`config.mk`:
```
export PLATFORM = sky130hd
export DESIGN_NAME = mmcm_drp_reconfig_ctrl
export DESIGN_NICKNAME = d
export VERILOG_FILES = /design/src/rtl/mmcm_drp_reconfig_ctrl.sv
export SDC_FILE = /design/constraint.sdc
export NUM_CORES = 1
export LEC_CHECK = 0
export BUFFER_PORTS_ARGS = -buffer_cell sky130_fd_sc_hd__buf_2
export CAP_MARGIN = 20
export CORE_MARGIN = 5
export CORE_UTILIZATION = 45
export DETAILED_ROUTE_END_ITERATION = 10
export GPL_ROUTABILITY_DRIVEN = 0
export PLACE_DENSITY = 0.67
export SYNTH_ARGS = -nofsm -noshare
export SYNTH_HDL_FRONTEND = slang
export SYNTH_SLANG_ARGS = --single-unit
```
`constraint.sdc`:
```
create_clock -name clk -period 4.8 [get_ports clk]
set_input_delay 0.48 -clock clk [delete_from_list [all_inputs] [get_ports clk]]
set_output_delay 0.48 -clock clk [all_outputs]
set_load 0.01 [all_outputs]
```
`src/rtl/mmcm_drp_reconfig_ctrl.sv`:
```
// mmcm_drp_reconfig_ctrl
// ----------------------
// Run-time MMCM reconfiguration sequencer. A start request holds the MMCM in
// reset and walks the preset table selected by cfg_sel. Each entry is
// read-modify-written through the DRP; mask bit 1 keeps the current DRP bit.
// After the last entry the MMCM reset is released and LOCKED is awaited.
//
// Ports
//   clk, reset              : clock (also DCLK), synchronous active-high reset
//   start, cfg_sel          : single-cycle request and preset index (IDLE only)
//   busy, done, error       : status; error is sticky until the next start
//   cfg_active              : last preset that loaded and locked successfully
//   locked_sync             : mmcm_locked after a two-flop synchroniser
//   mmcm_rst, mmcm_locked   : MMCM RST output and asynchronous LOCKED input
//   tbl_addr, tbl_data      : preset table port, data valid one cycle after addr
//   drp_*                   : DRP master port
`timescale 1ns/1ps

module mmcm_drp_reconfig_ctrl #(
    parameter int ENTRIES_PER_CFG = 23,
    parameter int CFG_SEL_W       = 2,
    parameter int TBL_ADDR_W      = 7,
    parameter int RST_HOLD        = 4,
    parameter int DRDY_TIMEOUT    = 64,
    parameter int LOCK_TIMEOUT    = 100000
) (
    input  logic                  clk,
    input  logic                  reset,
    input  logic                  start,
    input  logic [CFG_SEL_W-1:0]  cfg_sel,
    output logic                  busy,
    output logic                  done,
    output logic                  error,
    output logic [CFG_SEL_W-1:0]  cfg_active,
    output logic                  locked_sync,
    output logic                  mmcm_rst,
    input  logic                  mmcm_locked,
    output logic [TBL_ADDR_W-1:0] tbl_addr,
    input  logic [38:0]           tbl_data,
    output logic [6:0]            drp_daddr,
    output logic                  drp_den,
    output logic                  drp_dwe,
    output logic [15:0]           drp_di,
    input  logic [15:0]           drp_do,
    input  logic                  drp_drdy
);

    localparam logic [3:0] S_IDLE      = 4'd0;
    localparam logic [3:0] S_RST_WAIT  = 4'd1;
    localparam logic [3:0] S_FETCH     = 4'd2;
    localparam logic [3:0] S_RD_REQ    = 4'd3;
    localparam logic [3:0] S_RD_WAIT   = 4'd4;
    localparam logic [3:0] S_WR_REQ    = 4'd5;
    localparam logic [3:0] S_WR_WAIT   = 4'd6;
    localparam logic [3:0] S_RELEASE   = 4'd7;
    localparam logic [3:0] S_LOCK_WAIT = 4'd8;
    localparam logic [3:0] S_DONE      = 4'd9;
    localparam logic [3:0] S_ERR       = 4'd10;

    localparam int CNT_MAX = (RST_HOLD > DRDY_TIMEOUT) ? RST_HOLD : DRDY_TIMEOUT;
    localparam int CNT_W   = $clog2(CNT_MAX + 1);
    localparam int LOCK_W  = $clog2(LOCK_TIMEOUT + 1);
    localparam int IDX_W   = (ENTRIES_PER_CFG > 1) ? $clog2(ENTRIES_PER_CFG) : 1;

    logic [3:0]            state_q,      state_d;
    logic [CFG_SEL_W-1:0]  sel_lat_q,    sel_lat_d;
    logic [IDX_W-1:0]      idx_q,        idx_d;
    logic [CNT_W-1:0]      cnt_q,        cnt_d;
    logic [LOCK_W-1:0]     lock_cnt_q,   lock_cnt_d;
    logic                  fetch_ph_q,   fetch_ph_d;
    logic [31:0]           entry_q,      entry_d;     // {mask, data}
    logic                  busy_q,       busy_d;
    logic                  done_q,       done_d;
    logic                  error_q,      error_d;
    logic [CFG_SEL_W-1:0]  cfg_active_q, cfg_active_d;
    logic                  mmcm_rst_q,   mmcm_rst_d;
    logic [TBL_ADDR_W-1:0] tbl_addr_q,   tbl_addr_d;
    logic [6:0]            daddr_q,      daddr_d;
    logic                  den_q,        den_d;
    logic                  dwe_q,        dwe_d;
    logic [15:0]           di_q,         di_d;
    logic                  sync1_q,      sync2_q;

    // Flat table address of entry idx within preset sel, wrapped to the table width.
    function automatic logic [TBL_ADDR_W-1:0] tbl_addr_of(
        input logic [CFG_SEL_W-1:0] sel,
        input logic [IDX_W-1:0]     idx
    );
        logic [31:0] full;
        full = (32'(sel) * 32'(ENTRIES_PER_CFG)) + 32'(idx);
        return full[TBL_ADDR_W-1:0];
    endfunction

    // Next-state and output-register logic of the reconfiguration sequencer.
    always_comb begin
        state_d      = state_q;
        sel_lat_d    = sel_lat_q;
        idx_d        = idx_q;
        cnt_d        = cnt_q;
        lock_cnt_d   = lock_cnt_q;
        fetch_ph_d   = fetch_ph_q;
        entry_d      = entry_q;
        busy_d       = busy_q;
        done_d       = 1'b0;
        error_d      = error_q;
        cfg_active_d = cfg_active_q;
        mmcm_rst_d   = mmcm_rst_q;
        tbl_addr_d   = tbl_addr_q;
        daddr_d      = daddr_q;
        den_d        = 1'b0;
        dwe_d        = 1'b0;
        di_d         = di_q;

        case (state_q)
            S_IDLE: begin
                if (start) begin
                    sel_lat_d  = cfg_sel;
                    busy_d     = 1'b1;
                    error_d    = 1'b0;
                    mmcm_rst_d = 1'b1;
                    cnt_d      = {CNT_W{1'b0}};
                    state_d    = S_RST_WAIT;
                end else begin
                    state_d = S_IDLE;
                end
            end

            S_RST_WAIT: begin
                if (cnt_q == CNT_W'(RST_HOLD - 1)) begin
                    idx_d      = {IDX_W{1'b0}};
                    tbl_addr_d = tbl_addr_of(sel_lat_q, {IDX_W{1'b0}});
                    fetch_ph_d = 1'b0;
                    state_d    = S_FETCH;
                end else begin
                    cnt_d = cnt_q + CNT_W'(1);
                end
            end

            // First FETCH cycle presents the address, second captures the entry.
            S_FETCH: begin
                if (!fetch_ph_q) begin
                    fetch_ph_d = 1'b1;
                end else begin
                    entry_d = tbl_data[31:0];
                    daddr_d = tbl_data[38:32];
                    den_d   = 1'b1;
                    state_d = S_RD_REQ;
                end
            end

            // cnt counts cycles since the enable; the request cycle itself is 0.
            S_RD_REQ: begin
                cnt_d   = CNT_W'(1);
                state_d = S_RD_WAIT;
            end

            // A drdy in the last counted cycle still wins over the timeout.
            S_RD_WAIT: begin
                if (drp_drdy) begin
                    di_d    = (drp_do & entry_q[31:16]) | (entry_q[15:0] & ~entry_q[31:16]);
                    den_d   = 1'b1;
                    dwe_d   = 1'b1;
                    state_d = S_WR_REQ;
                end else if (cnt_q == CNT_W'(DRDY_TIMEOUT - 1)) begin
                    error_d    = 1'b1;
                    mmcm_rst_d = 1'b0;
                    busy_d     = 1'b0;
                    state_d    = S_ERR;
                end else begin
                    cnt_d = cnt_q + CNT_W'(1);
                end
            end

            S_WR_REQ: begin
                cnt_d   = CNT_W'(1);
                state_d = S_WR_WAIT;
            end

            S_WR_WAIT: begin
                if (drp_drdy) begin
                    if (idx_q == IDX_W'(ENTRIES_PER_CFG - 1)) begin
                        mmcm_rst_d = 1'b0;
                        state_d    = S_RELEASE;
                    end else begin
                        idx_d      = idx_q + IDX_W'(1);
                        tbl_addr_d = tbl_addr_of(sel_lat_q, idx_q + IDX_W'(1));
                        fetch_ph_d = 1'b0;
                        state_d    = S_FETCH;
                    end
                end else if (cnt_q == CNT_W'(DRDY_TIMEOUT - 1)) begin
                    error_d    = 1'b1;
                    mmcm_rst_d = 1'b0;
                    busy_d     = 1'b0;
                    state_d    = S_ERR;
                end else begin
                    cnt_d = cnt_q + CNT_W'(1);
                end
            end

            // lock_cnt counts cycles since the reset release cycle.
            S_RELEASE: begin
                lock_cnt_d = LOCK_W'(1);
                state_d    = S_LOCK_WAIT;
            end

            S_LOCK_WAIT: begin
                if (sync2_q) begin
                    done_d       = 1'b1;
                    busy_d       = 1'b0;
                    cfg_active_d = sel_lat_q;
                    state_d      = S_DONE;
                end else if (lock_cnt_q >= LOCK_W'(LOCK_TIMEOUT - 1)) begin
                    error_d    = 1'b1;
                    mmcm_rst_d = 1'b0;
                    busy_d     = 1'b0;
                    state_d    = S_ERR;
                end else begin
                    lock_cnt_d = lock_cnt_q + LOCK_W'(1);
                end
            end

            S_DONE: begin
                state_d = S_IDLE;
            end

            S_ERR: begin
                state_d = S_IDLE;
            end

            default: begin
                busy_d     = 1'b0;
                mmcm_rst_d = 1'b0;
                state_d    = S_IDLE;
            end
        endcase
    end

    // Sequencer state and registered outputs.
    always_ff @(posedge clk) begin
        if (reset) begin
            state_q      <= S_IDLE;
            sel_lat_q    <= {CFG_SEL_W{1'b0}};
            idx_q        <= {IDX_W{1'b0}};
            cnt_q        <= {CNT_W{1'b0}};
            lock_cnt_q   <= {LOCK_W{1'b0}};
            fetch_ph_q   <= 1'b0;
            entry_q      <= 32'd0;
            busy_q       <= 1'b0;
            done_q       <= 1'b0;
            error_q      <= 1'b0;
            cfg_active_q <= {CFG_SEL_W{1'b0}};
            mmcm_rst_q   <= 1'b0;
            tbl_addr_q   <= {TBL_ADDR_W{1'b0}};
            daddr_q      <= 7'd0;
            den_q        <= 1'b0;
            dwe_q        <= 1'b0;
            di_q         <= 16'd0;
        end else begin
            state_q      <= state_d;
            sel_lat_q    <= sel_lat_d;
            idx_q        <= idx_d;
            cnt_q        <= cnt_d;
            lock_cnt_q   <= lock_cnt_d;
            fetch_ph_q   <= fetch_ph_d;
            entry_q      <= entry_d;
            busy_q       <= busy_d;
            done_q       <= done_d;
            error_q      <= error_d;
            cfg_active_q <= cfg_active_d;
            mmcm_rst_q   <= mmcm_rst_d;
            tbl_addr_q   <= tbl_addr_d;
            daddr_q      <= daddr_d;
            den_q        <= den_d;
            dwe_q        <= dwe_d;
            di_q         <= di_d;
        end
    end

    // Two-flop synchroniser for the asynchronous MMCM LOCKED signal.
    always_ff @(posedge clk) begin
        if (reset) begin
            sync1_q <= 1'b0;
            sync2_q <= 1'b0;
        end else begin
            sync1_q <= mmcm_locked;
            sync2_q <= sync1_q;
        end
    end

    assign busy        = busy_q;
    assign done        = done_q;
    assign error       = error_q;
    assign cfg_active  = cfg_active_q;
    assign locked_sync = sync2_q;
    assign mmcm_rst    = mmcm_rst_q;
    assign tbl_addr    = tbl_addr_q;
    assign drp_daddr   = daddr_q;
    assign drp_den     = den_q;
    assign drp_dwe     = dwe_q;
    assign drp_di      = di_q;

endmodule

```
Word-level counts from Yosys, hierarchy flattened. Cells that the tools add are included.

Bits in registers: 108. Input bits: 62. Output and inout bits: 39. Word-level logic and storage cells: 135.

Add/sub/neg operators: 4. $mul: 1. $lt $le $gt $ge: 1. Eq/ne operators: 28. Muxes and demuxes: 52. Bitwise operators: 7. Reductions and logical operators: 23.

Operator list (number): two-way mux 7 bit (7); case mux 4 bit (9 select lines) (1); two-way mux 17 bit (2); case mux 17 bit (2 select lines) (1); bitwise AND 16 bit (2); two-way mux 4 bit (7); case mux 7 bit (4 select lines) (1); inequality test 2 bit (second input constant) (12); two-way mux 1 bit (22); adder 17 x 1 -> 17 bit (second input constant) (1); greater-or-equal comparator 17 bit (second input constant) (1); == test 4 x 3 -> 1 bit (second input constant) (4); NOT 16 bit (1); bitwise OR 16 bit (1); two-way mux 5 bit (3); case mux 7 bit (2 select lines) (1); == test 4 bit (second input constant) (3); AND reduction 6 bit (2); case mux 5 bit (2 select lines) (1); AND reduction 5 bit (2); == test 4 x 2 -> 1 bit (second input constant) (2); AND reduction 2 bit (4); AND reduction 4 bit (2); OR reduction 2 bit (4); 22 further kinds (29).

Logic depth before layout (Yosys ltp). Gate-level depths: netlist of the first run.

Word-level depth: 5. Mapped depth: 9. Gate-level depth less buffers: 9.

Least setup slack after synthesis of the first run. OpenSTA, ideal clock, no wires.

Path type: reg2reg. Start point: reg sel_lat_q[0]. End point: reg tbl_addr_q[6] (netlist: tbl_addr[6]). Library setup time: 0.086 ns. Arrival: 2.003 ns. Data required time: 4.714 ns. Path slack: 2.712 ns. Cell stages (with the launch flop): 9. Path buffers: 0. Period minus slack after synthesis: 2.088 ns. Cells stage by stage: dfxtp_1 inv_1 ha_1 fa_1 a211oi_1 nor2_1 o211ai_1 xor2_1 a211oi_1.

Longest elaborated chain between the ends: 5. Elaborated cells between the ends (all ways): 6. Classes of those cells: add/sub: 1; mul: 1; mux: 4.

Ends and longest elaborated chain: start, declared (RTL line 66) `logic [CFG_SEL_W-1:0] sel_lat_q, sel_lat_d;`; start signal, assigned (RTL line 242) `sel_lat_q <= {CFG_SEL_W{1'b0}};`; start signal, assigned (RTL line 260) `sel_lat_q <= sel_lat_d;`; multiplier 2 x 5 -> 7 bit * (RTL line 90) `full = (32'(sel) * 32'(ENTRIES_PER_CFG)) + 32'(idx);`; adder 7 x 5 -> 7 bit (RTL line 90); two-way mux 7 bit (RTL line 181) `if (idx_q == IDX_W'(ENTRIES_PER_CFG - 1)) begin`; two-way mux 7 bit (RTL line 180) `if (drp_drdy) begin`; case mux 7 bit (2 select lines) * (RTL line 114) `case (state_q)`; end signal, assigned (RTL line 253) `tbl_addr_q <= {TBL_ADDR_W{1'b0}};`; end signal, assigned (RTL line 271) `tbl_addr_q <= tbl_addr_d;`; end, declared (RTL line 77) `logic [TBL_ADDR_W-1:0] tbl_addr_q, tbl_addr_d;`.

Mark *: on every way between the ends. The rest lies on a longest branch, timed or not. The select of a mux whose other input is x is not followed. A chain may end at the register's enable or synchronous reset.

Worst setup path after layout of the first run.
Start point: reg state_q[2]. End point: reg di_q[12] (netlist: drp_di[12]).

Longest elaborated chain between the ends: 2.

Ends and longest elaborated chain: start, declared (RTL line 65) `logic [3:0] state_q, state_d;`; start signal, assigned (RTL line 259) `state_q <= state_d;`; == test 4 x 3 -> 1 bit (RTL line 114); AND reduction 2 bit (no line); end signal, assigned (RTL line 275) `di_q <= di_d;`; end, declared (RTL line 81) `logic [15:0] di_q, di_d;`.

Every way passes these cells.

==> flow_results.xml, run 1 <==
<?xml version="1.0" encoding="UTF-8"?>
<metrics>
  <group name="place">
    <metric name="port_buffers" unit="">100</metric>
    <metric name="placement.setup.worst_slack" unit="ns">2.05</metric>
    <metric name="hpwl" unit="mm">8.80</metric>
  </group>
  <group name="floorplan">
    <metric name="floorplan.die_area" unit="µm²">13600</metric>
    <metric name="core_area" unit="µm²">11300</metric>
    <metric name="fp-row-count" unit="">39</metric>
    <metric name="dieWidth" unit="µm">117</metric>
    <metric name="initial_core_util" unit="%">45.3</metric>
    <metric name="io-pin-count" unit="">101</metric>
    <metric name="floorplan.die.height" unit="µm">117</metric>
  </group>
  <group name="routing">
    <metric name="detail_route.wl_per_cell" unit="µm">14.8</metric>
    <metric name="dr.pass1.iters" unit="">5</metric>
    <metric name="drtAntennaViolNets" unit="">0</metric>
    <metric name="drcViolationCount" unit="">0</metric>
    <metric name="drt-initial-drc-count" unit="">430</metric>
    <metric name="wl" unit="mm">12.4</metric>
    <metric name="avgViaCountPerCell" unit="">5.44</metric>
    <metric name="routed-via-count" unit="">4556</metric>
  </group>
  <group name="worst_setup_path">
    <metric name="worstPathRequired" unit="ns">5.07</metric>
    <metric name="start_kind" unit="">flip-flop</metric>
    <metric name="maximum_fanout_along_the_worst_path" unit="">28</metric>
    <metric name="critical_path_class" unit="">flip-flop to flip-flop</metric>
    <metric name="worst_endpoint_data_arrival_time" unit="ns">3.01</metric>
    <metric name="endpoint_type_of_the_worst_setup_path" unit="">flip-flop</metric>
  </group>
  <group name="power_and_ir_drop">
    <metric name="power.leakage" unit="nW">2.23</metric>
    <metric name="power_density" unit="nW/µm²">353</metric>
    <metric name="swShare" unit="%">30.1</metric>
    <metric name="pwr-share-clk" unit="%">35.1</metric>
    <metric name="vdd_drop_max" unit="mV">0.176</metric>
    <metric name="power.sequential.fraction" unit="%">48.1</metric>
    <metric name="power_switching" unit="mW">0.634</metric>
    <metric name="logic_gate_share_of_total_power" unit="%">16.8</metric>
    <metric name="internal_power" unit="mW">1.47</metric>
  </group>
  <group name="sta">
    <metric name="layout_worst_path_cycle_share" unit="%">57.2</metric>
    <metric name="finalSetupViolations" unit="">0</metric>
    <metric name="max_slew.worst_pin.slew" unit="ns">0.929</metric>
    <metric name="final-max-slew-violation-count" unit="">0</metric>
    <metric name="final_skew" unit="ns">0.00913</metric>
    <metric name="maxSlewHeadroom" unit="%">38.1</metric>
    <metric name="max_freq" unit="MHz">364</metric>
    <metric name="post-route-min-period" unit="ns">2.75</metric>
    <metric name="totalNegativeSetupSlack" unit="ns">0</metric>
    <metric name="hold_violations" unit="">0</metric>
    <metric name="rsz0062_at_grt" unit="">false</metric>
    <metric name="worst_slack" unit="ns">2.05</metric>
  </group>
  <group name="logic_synthesis">
    <metric name="synth-edff-count" unit="">0</metric>
    <metric name="mappedNetlistArea" unit="µm²">5110</metric>
    <metric name="ys.warnings.count" unit="">0</metric>
    <metric name="yosys_register_bits" unit="">108</metric>
    <metric name="synth-main-ff-cell" unit="">dfxtp_1</metric>
    <metric name="post_synthesis_cell_count" unit="">611</metric>
    <metric name="post_synth.cell_area_avg" unit="µm²">8.36</metric>
    <metric name="cell_with_the_most_instances_after_synthesis" unit="">dfxtp_1</metric>
    <metric name="synth_top_cell_area_share" unit="%">42.3</metric>
    <metric name="synth_seq_area_share" unit="%">42.3</metric>
    <metric name="synth_largest_area_cell" unit="">dfxtp_1</metric>
    <metric name="synth_fp_nets" unit="">687</metric>
    <metric name="synth_cell_types" unit="">67</metric>
    <metric name="synth_area_leaders" unit="">dfxtp_1, nand2_1, a21oi_1, nor2_1, mux2i_1</metric>
    <metric name="netlist_top_cells_count" unit="">dfxtp_1, nand2_1, a21oi_1</metric>
    <metric name="share_of_async_settable_or_async_resettable_flops_after_synthesis" unit="%">0</metric>
  </group>
  <group name="clock_network">
    <metric name="clkSinkCount" unit="">108</metric>
    <metric name="cts_hold_buffers" unit="">0</metric>
    <metric name="post_cts_resized" unit="">0</metric>
    <metric name="clock_tree.root_cell" unit="">clkbuf_16</metric>
    <metric name="cts-htree-levels" unit="">3</metric>
    <metric name="clk_latency" unit="ns">0.35</metric>
    <metric name="cts-buffers-inserted" unit="">9</metric>
    <metric name="ctsLongestPathBuffers" unit="">2</metric>
    <metric name="tritoncts_clock_tree" unit="">built</metric>
    <metric name="post_cts_setup_buffer_count" unit="">0</metric>
    <metric name="path_clk_slew" unit="ns">0.08</metric>
  </group>
  <group name="cells_and_area">
    <metric name="final_nets" unit="">766</metric>
    <metric name="antenna-diode-count" unit="">0</metric>
    <metric name="syn2layout_area_growth" unit="%">16.8</metric>
    <metric name="layout-drive-gt1-share" unit="%">20.1</metric>
  </group>
  <group name="grt">
    <metric name="first_global_vias" unit="">4209</metric>
    <metric name="grt_pass1_wl" unit="mm">19.9</metric>
    <metric name="antenna_found_initial" unit="">0</metric>
    <metric name="all_layer_global_routing_usage" unit="%">17.9</metric>
    <metric name="pin_count_of_the_biggest_net_entering_global_routing" unit="">89</metric>
    <metric name="grt_remaining_overflow" unit="">0</metric>
  </group>
  <group name="outcome">
    <metric name="outcome" unit="">finished, final reports clean</metric>
  </group>
  <group name="min_path">
    <metric name="hold_class" unit="">primary input to flip-flop</metric>
  </group>
  <group name="flow_run">
    <metric name="cap_violations" unit="">0</metric>
  </group>
</metrics>
==> kinds of logic (layout without fill, tap and decap cells) <==
logic type               count (synthesis)  count (layout)  synth area share, %
adder cells (fa/ha/maj)                 14              14                 3.58
AO/OA/AOI/OAI                          156             156                 19.3
multiplexers                            23              23                 4.53
flip-flops                             108             108                 42.3
XOR/XNOR                                12              12                 2.06
AND/OR/NAND/NOR                        249             249                 24.0
buffers and inverters                   49             133                 4.21
==> layout by cell type (no fill, tap or decap), drive strengths merged, types with 5 or more instances in the layout <==
master / count
nor2: 59
a21o: 5
o21ai: 17
xnor2: 6
nor3: 8
a21oi: 75
a211oi: 25
inv: 15
ha: 13
nand2: 105
mux2i: 22
or3: 7
buf: 104
nor4: 6
clkinv: 5
dfxtp: 108
nand3: 20
and3: 6
clkbuf: 9
xor2: 6
nand4: 12
==> sequential cells by signal (all words and copies together) (netlist names), 4 cells and up <==
register,flops
cnt_q,7
drp_daddr,7
tbl_addr,7
entry_q,32
state_q,4
idx_q,5
drp_di,16
lock_cnt_q,17
==> power groups by stage <==
stage | clock [mW] | combinational, mW | sequential, mW
floorplan | 0 | 0.291 | 0.994
global placement | 0 | 0.347 | 1.03
detailed placement | 0 | 0.354 | 1.03
CTS | 0.758 | 0.357 | 1.01
global route | 0.788 | 0.399 | 1.02
finish | 0.739 | 0.354 | 1.01
==> final cells by class <==
cell class | count | area (µm²)
Sequential cell | 108 | 2160
Clock inverter | 7 | 83.8
Fill cell | 1088 | 5310
Inverter | 13 | 48.8
Multi-Input combinational cell | 454 | 2740
Clock buffer | 9 | 225
Tap cell | 143 | 179
Timing Repair Buffer | 104 | 531
==> per-layer routing <==
metal	GRT usage, %	vias up	wire [µm]
met5	0	-	0
met4	5.72	0	156
met3	3.52	11	748
met2	29.3	127	5750
met1	23.9	2087	5730
li1	-	2331	-
==> final timing paths <==
check	start	endpoint	slack [ns]	cells after the start
worst max-delay path	state_q[2]	drp_di[12]	2.05	5
worst min register to register	sync1_q	locked_sync	0.44	1
worst max register to register	state_q[2]	drp_di[12]	2.05	5
worst min-delay path	mmcm_locked	sync1_q	0.34	2
==> critical path, stage by stage (launching register included) <==
cell and delay, ns:
dfxtp_1 0.92, or3b_4 0.50, nor3b_4 0.66, buf_4 0.33
nor2_1 0.06, a211oi_1 0.19
==> metrics by stage <==
| step | utilization, % | hold WS, ns | total power [mW] | cells | instance area [µm²] |
|---|---|---|---|---|---|
| 2_1_floorplan | - | 0.414 | 1.29 | 611 | 5110 |
| 3_3_place_gp | 50.2 | 0.417 | 1.38 | 822 | 5660 |
| 3_5_place_dp | 50.2 | 0.426 | 1.39 | 822 | 5660 |
| 4_1_cts | 52.9 | 0.337 | 2.13 | 838 | 5960 |
| 5_1_grt | 52.9 | 0.362 | 2.21 | 838 | 5960 |
| 6_report | 52.9 | 0.344 | 2.11 | 838 | 5960 |
No activity file was read; power rests on OpenSTA's default activity.
==> run 2, diff against run 1 <==
clock period = 2.6 ns   (was 4.8 ns; I/O delays follow)
==> flow_results.xml, run 2 (synthesized netlist as in run 1, its figures left out) <==
<?xml version="1.0" encoding="UTF-8"?>
<metrics>
  <group name="sta">
    <metric name="final_skew" unit="ns">0.00556</metric>
    <metric name="rsz0062_at_grt" unit="">false</metric>
    <metric name="finalSetupViolations" unit="">0</metric>
    <metric name="hold_violations" unit="">0</metric>
    <metric name="maxSlewHeadroom" unit="%">58.1</metric>
    <metric name="layout_worst_path_cycle_share" unit="%">87.5</metric>
    <metric name="post-route-min-period" unit="ns">2.28</metric>
    <metric name="final-max-slew-violation-count" unit="">0</metric>
    <metric name="totalNegativeSetupSlack" unit="ns">0</metric>
    <metric name="max_slew.worst_pin.slew" unit="ns">0.623</metric>
    <metric name="max_freq" unit="MHz">440</metric>
  </group>
  <group name="floorplan">
    <metric name="fp-row-count" unit="">39</metric>
    <metric name="floorplan.die.height" unit="µm">117</metric>
    <metric name="io-pin-count" unit="">101</metric>
    <metric name="initial_core_util" unit="%">45.3</metric>
    <metric name="core_area" unit="µm²">11300</metric>
    <metric name="dieWidth" unit="µm">117</metric>
    <metric name="floorplan.die_area" unit="µm²">13600</metric>
  </group>
  <group name="worst_setup_path">
    <metric name="start_kind" unit="">flip-flop</metric>
    <metric name="cp_num_buf_inv" unit="">1</metric>
    <metric name="endpoint_type_of_the_worst_setup_path" unit="">flip-flop</metric>
    <metric name="crit_chain" unit="">inv_1, ha_1, fa_1, a211oi_1, nor2_1, o211ai_1, xor2_1, a211oi_1</metric>
    <metric name="worstPathRequired" unit="ns">2.86</metric>
    <metric name="crit_family" unit="">adder cells</metric>
    <metric name="maximum_fanout_along_the_worst_path" unit="">6</metric>
    <metric name="critical_path_class" unit="">flip-flop to flip-flop</metric>
    <metric name="worst_endpoint_data_arrival_time" unit="ns">2.54</metric>
    <metric name="timing.critical_path.slowest_cell_delay" unit="ns">0.47</metric>
    <metric name="critical-path-slowest-cell" unit="">fa_1</metric>
    <metric name="worst_path_most_repeated_cell" unit="">a211oi_1</metric>
  </group>
  <group name="routing">
    <metric name="dr.pass1.iters" unit="">4</metric>
    <metric name="route.met2.wl" unit="mm">6.09</metric>
    <metric name="drcViolationCount" unit="">0</metric>
    <metric name="wl_met3" unit="µm">797</metric>
    <metric name="drt-initial-drc-count" unit="">292</metric>
    <metric name="avgViaCountPerCell" unit="">5.43</metric>
    <metric name="routed-via-count" unit="">4624</metric>
    <metric name="top_layer" unit="">met4</metric>
    <metric name="wl_met1" unit="mm">5.53</metric>
    <metric name="detail_route.wl_per_cell" unit="µm">14.9</metric>
    <metric name="drtAntennaViolNets" unit="">0</metric>
    <metric name="wl" unit="mm">12.7</metric>
  </group>
  <group name="grt">
    <metric name="grt_remaining_overflow" unit="">0</metric>
    <metric name="grt_pass1_wl" unit="mm">20.4</metric>
    <metric name="pin_count_of_the_biggest_net_entering_global_routing" unit="">44</metric>
    <metric name="first_global_vias" unit="">4365</metric>
    <metric name="antenna_found_initial" unit="">0</metric>
    <metric name="all_layer_global_routing_usage" unit="%">18.7</metric>
  </group>
  <group name="power_and_ir_drop">
    <metric name="power_switching" unit="mW">1.15</metric>
    <metric name="power.sequential.fraction" unit="%">46.9</metric>
    <metric name="logic_gate_share_of_total_power" unit="%">19.2</metric>
    <metric name="power.leakage" unit="nW">2.29</metric>
    <metric name="pwr-share-clk" unit="%">33.9</metric>
    <metric name="power_density" unit="nW/µm²">643</metric>
    <metric name="swShare" unit="%">29.8</metric>
    <metric name="vdd_drop_max" unit="mV">0.527</metric>
    <metric name="post_layout_power" unit="mW">3.88</metric>
    <metric name="internal_power" unit="mW">2.73</metric>
  </group>
  <group name="clock_network">
    <metric name="cts_hold_buffers" unit="">0</metric>
    <metric name="cts-buffers-inserted" unit="">9</metric>
    <metric name="clkSinkCount" unit="">108</metric>
    <metric name="post_cts_resized" unit="">0</metric>
    <metric name="clk_latency" unit="ns">0.35</metric>
    <metric name="cts-htree-levels" unit="">3</metric>
    <metric name="post_cts_setup_buffer_count" unit="">0</metric>
    <metric name="clock_tree.root_cell" unit="">clkbuf_16</metric>
    <metric name="ctsLongestPathBuffers" unit="">2</metric>
    <metric name="path_clk_slew" unit="ns">0.07</metric>
    <metric name="tritoncts_clock_tree" unit="">built</metric>
  </group>
  <group name="cells_and_area">
    <metric name="syn2layout_area_growth" unit="%">18.2</metric>
    <metric name="n_fill_cell" unit="">1063</metric>
    <metric name="antenna-diode-count" unit="">0</metric>
    <metric name="layout_common_cells" unit="">dfxtp_1, nand2_1, buf_2</metric>
    <metric name="largest_reg_flops" unit="">32</metric>
    <metric name="largest_register" unit="">entry_q</metric>
    <metric name="most_common_library_cell_in_the_layout_ignoring_fill_and_taps" unit="">dfxtp_1</metric>
    <metric name="sequential_cell_area" unit="µm²">2160</metric>
    <metric name="multi_input_area" unit="µm²">2740</metric>
    <metric name="final_nets" unit="">779</metric>
    <metric name="layout-drive-gt1-share" unit="%">21.6</metric>
  </group>
  <group name="outcome">
    <metric name="outcome" unit="">finished, final reports clean</metric>
  </group>
  <group name="place">
    <metric name="hpwl" unit="mm">9.27</metric>
    <metric name="port_buffers" unit="">100</metric>
  </group>
  <group name="flow_run">
    <metric name="cap_violations" unit="">0</metric>
  </group>
  <group name="min_path">
    <metric name="hold_class" unit="">primary input to flip-flop</metric>
  </group>
</metrics>
## run 2: path summary, 6_finish.rpt
check | startpoint | endpoint | slack [ns] | cells after the start
setup reg to reg | sel_lat_q[0] | tbl_addr[6] | 0.32 | 8
setup / recovery | sel_lat_q[0] | tbl_addr[6] | 0.32 | 8
hold / removal | mmcm_locked | sync1_q | 0.13 | 2
hold reg to reg | sync1_q | locked_sync | 0.44 | 1
## run 2: stage by stage
stage               utilization (%)  cells  area [µm²]  hold WS [ns]  setup slack (ns)
floorplan                         -    611        5110         0.388             0.512
global placement               51.0    835        5750         0.416             0.408
detailed placement             51.0    835        5750         0.428             0.346
CTS                            53.6    851        6040         0.121             0.323
global route                   53.6    851        6040         0.125             0.107
finish                         53.6    851        6040         0.127             0.325
## run 2: worst reg2reg max path, delay by kind of cell, from the launching register on
family          cells  cell delay, ns
flops               1            0.43
fa+ha+maj           2            0.83
compound gates      3            0.64
simple gates        1            0.09
buf+inv             1            0.11
xor+xnor            1            0.09
## run 2: final cells by class
class | count | share of cell area, %
multi-input combinational | 454 | 45.3
sequential | 108 | 35.8
timing repair buffer | 117 | 10.4
clock buffer | 9 | 3.73
tap | 143 | 2.96
clock inverter | 7 | 0.974
inverter | 13 | 0.808
## run 2: layer usage
layer	global-route usage, %	vias to the layer above
met5	0	-
met4	6.19	0
met3	5.34	26
met2	31.4	119
met1	23.2	2127
li1	-	2352
## run 2: power groups by stage
| stage | combinational, mW | clock (mW) | sequential (mW) |
|---|---|---|---|
| 2_1_floorplan | 0.538 | 0 | 1.84 |
| 5_1_grt | 0.832 | 1.44 | 1.83 |
| 3_5_place_dp | 0.740 | 0 | 1.86 |
| 6_report | 0.747 | 1.31 | 1.82 |
| 3_3_place_gp | 0.725 | 0 | 1.85 |
| 4_1_cts | 0.748 | 1.36 | 1.82 |
==> run 3, diff against run 2 <==
CELL_PAD_IN_SITES_DETAIL_PLACEMENT = 1   (was not set)
CELL_PAD_IN_SITES_GLOBAL_PLACEMENT = 2   (was not set)
CORE_UTILIZATION = 32   (was 45)
PLACE_DENSITY = not set   (was 0.67)
PLACE_DENSITY_LB_ADDON = 0.1   (was not set)
==> flow_results.xml, run 3 (synthesized netlist as in run 1, its figures left out) <==
<?xml version="1.0" encoding="UTF-8"?>
<metrics>
  <group name="worst_setup_path">
    <metric name="critical_path_class" unit="">flip-flop to flip-flop</metric>
    <metric name="worstPathRequired" unit="ns">2.88</metric>
    <metric name="start_kind" unit="">flip-flop</metric>
    <metric name="worst_endpoint_data_arrival_time" unit="ns">2.59</metric>
    <metric name="endpoint_type_of_the_worst_setup_path" unit="">flip-flop</metric>
    <metric name="maximum_fanout_along_the_worst_path" unit="">6</metric>
  </group>
  <group name="floorplan">
    <metric name="fp-row-count" unit="">46</metric>
    <metric name="floorplan.die_area" unit="µm²">18600</metric>
    <metric name="core_area" unit="µm²">15800</metric>
    <metric name="floorplan.die.height" unit="µm">136</metric>
    <metric name="dieWidth" unit="µm">136</metric>
    <metric name="initial_core_util" unit="%">32.4</metric>
    <metric name="io-pin-count" unit="">101</metric>
  </group>
  <group name="cells_and_area">
    <metric name="largest_reg_flops" unit="">32</metric>
    <metric name="finalInstanceArea" unit="µm²">6170</metric>
    <metric name="layout-drive-gt1-share" unit="%">21.5</metric>
    <metric name="largest_register" unit="">entry_q</metric>
    <metric name="final_nets" unit="">779</metric>
    <metric name="most_common_library_cell_in_the_layout_ignoring_fill_and_taps" unit="">dfxtp_1</metric>
    <metric name="n_fill_cell" unit="">1970</metric>
    <metric name="syn2layout_area_growth" unit="%">20.8</metric>
    <metric name="layout_common_cells" unit="">dfxtp_1, nand2_1, buf_2</metric>
  </group>
  <group name="clock_network">
    <metric name="post_cts_setup_buffer_count" unit="">0</metric>
    <metric name="cts-buffers-inserted" unit="">9</metric>
    <metric name="tritoncts_clock_tree" unit="">built</metric>
    <metric name="clock_tree.root_cell" unit="">clkbuf_16</metric>
    <metric name="path_clk_slew" unit="ns">0.08</metric>
    <metric name="ctsLongestPathBuffers" unit="">2</metric>
    <metric name="cts-htree-levels" unit="">3</metric>
    <metric name="clk_latency" unit="ns">0.35</metric>
    <metric name="clkSinkCount" unit="">108</metric>
    <metric name="post_cts_resized" unit="">0</metric>
    <metric name="cts_hold_buffers" unit="">0</metric>
  </group>
  <group name="sta">
    <metric name="maxSlewHeadroom" unit="%">61.5</metric>
    <metric name="final-max-slew-violation-count" unit="">0</metric>
    <metric name="layout_worst_path_cycle_share" unit="%">89.2</metric>
    <metric name="totalNegativeSetupSlack" unit="ns">0</metric>
    <metric name="hold_violations" unit="">0</metric>
    <metric name="max_freq" unit="MHz">431</metric>
    <metric name="post-route-min-period" unit="ns">2.32</metric>
    <metric name="finalSetupViolations" unit="">0</metric>
    <metric name="max_slew.worst_pin.slew" unit="ns">0.572</metric>
    <metric name="final_skew" unit="ns">0.0139</metric>
    <metric name="rsz0062_at_grt" unit="">false</metric>
  </group>
  <group name="power_and_ir_drop">
    <metric name="power.leakage" unit="nW">2.29</metric>
    <metric name="pwr-share-clk" unit="%">35.2</metric>
    <metric name="logic_gate_share_of_total_power" unit="%">19.2</metric>
    <metric name="post_layout_power" unit="mW">3.99</metric>
    <metric name="power_switching" unit="mW">1.17</metric>
    <metric name="power.sequential.fraction" unit="%">45.6</metric>
    <metric name="vdd_drop_max" unit="mV">0.321</metric>
    <metric name="swShare" unit="%">29.3</metric>
    <metric name="power_density" unit="nW/µm²">647</metric>
    <metric name="internal_power" unit="mW">2.82</metric>
  </group>
  <group name="min_path">
    <metric name="hold_class" unit="">primary input to flip-flop</metric>
  </group>
  <group name="grt">
    <metric name="first_global_vias" unit="">4748</metric>
    <metric name="grt_remaining_overflow" unit="">0</metric>
    <metric name="pin_count_of_the_biggest_net_entering_global_routing" unit="">78</metric>
    <metric name="grt_pass1_wl" unit="mm">24.2</metric>
    <metric name="antenna_found_initial" unit="">1</metric>
    <metric name="all_layer_global_routing_usage" unit="%">16.3</metric>
  </group>
  <group name="routing">
    <metric name="drcViolationCount" unit="">0</metric>
    <metric name="wl" unit="mm">15.0</metric>
    <metric name="drt-initial-drc-count" unit="">192</metric>
    <metric name="routed-via-count" unit="">4669</metric>
    <metric name="avgViaCountPerCell" unit="">5.05</metric>
    <metric name="detail_route.wl_per_cell" unit="µm">16.3</metric>
    <metric name="dr.pass1.iters" unit="">4</metric>
    <metric name="drtAntennaViolNets" unit="">0</metric>
  </group>
  <group name="place">
    <metric name="dpl_cell_area" unit="µm²">5870</metric>
    <metric name="hpwl" unit="mm">11.0</metric>
    <metric name="port_buffers" unit="">100</metric>
  </group>
  <group name="outcome">
    <metric name="outcome" unit="">finished, final reports clean</metric>
  </group>
  <group name="flow_run">
    <metric name="cap_violations" unit="">0</metric>
  </group>
</metrics>
==> run 3: cell types whose count changed in the layout (fill, tap and decap cells not counted) <==
cell	change
clkinv_4	-2
inv_6	+2
clkinv_2	-1
clkbuf_1	+1
clkinvlp_4	+1
bufinv_16	+1
inv_8	-2
diode_2	+1
buf_12	+2
buf_4	-2
==> run 3: final timing paths <==
path / start / to / slack (ns) / cells past startpoint
max: sel_lat_q[0] / tbl_addr[6] / 0.28 / 8
min: mmcm_locked / sync1_q / 0.13 / 2
max reg2reg: sel_lat_q[0] / tbl_addr[6] / 0.28 / 8
min reg2reg: sync1_q / locked_sync / 0.45 / 1
==> run 3: power by group through the flow <==
stage	logic (mW)	registers (mW)	clock network [mW]
floorplan	0.538	1.84	0
finish	0.767	1.82	1.40
global route	0.862	1.84	1.52
detailed placement	0.779	1.86	0
CTS	0.782	1.82	1.45
global placement	0.767	1.86	0
==> run 3: stage by stage <==
step | cells | hold slack (ns) | setup WS, ns | utilization, %
CTS | 924 | 0.115 | 0.309 | 39.1
finish | 925 | 0.126 | 0.281 | 39.1
global placement | 908 | 0.428 | 0.367 | 37.2
global route | 925 | 0.137 | 0.116 | 39.1
detailed placement | 908 | 0.430 | 0.326 | 37.2
floorplan | 611 | 0.388 | 0.512 | -
==> run 3: cell type report <==
cell class / instances / area [µm²] / share of cell area, %
clock inverter: 6 / 68.8 / 1.12
sequential: 108 / 2160 / 35.0
clock buffer: 10 / 229 / 3.71
multi-input combinational: 454 / 2740 / 44.3
tap: 216 / 270 / 4.38
timing repair buffer: 117 / 653 / 10.6
antenna: 1 / 2.50 / 0.0406
inverter: 13 / 48.8 / 0.791
==> run 3: routing by layer <==
layer  vias up  global-route usage [%]  part of all wire (%)
met3        11                    2.41                   3.7
li1       2356                       -                     -
met5         -                       0                     0
met4         0                    5.38                   1.2
met1      2213                    21.1                    47
met2        89                    28.0                    48
==> run 3: worst max-delay path, cell delays in order, from the launching register on <==
cell      delay, ns
dfxtp_1        0.44
inv_1          0.11
ha_1           0.35
fa_1           0.46
a211oi_1       0.24
nor2_1         0.10
o211ai_1       0.22
xor2_1         0.10
a211oi_1       0.22
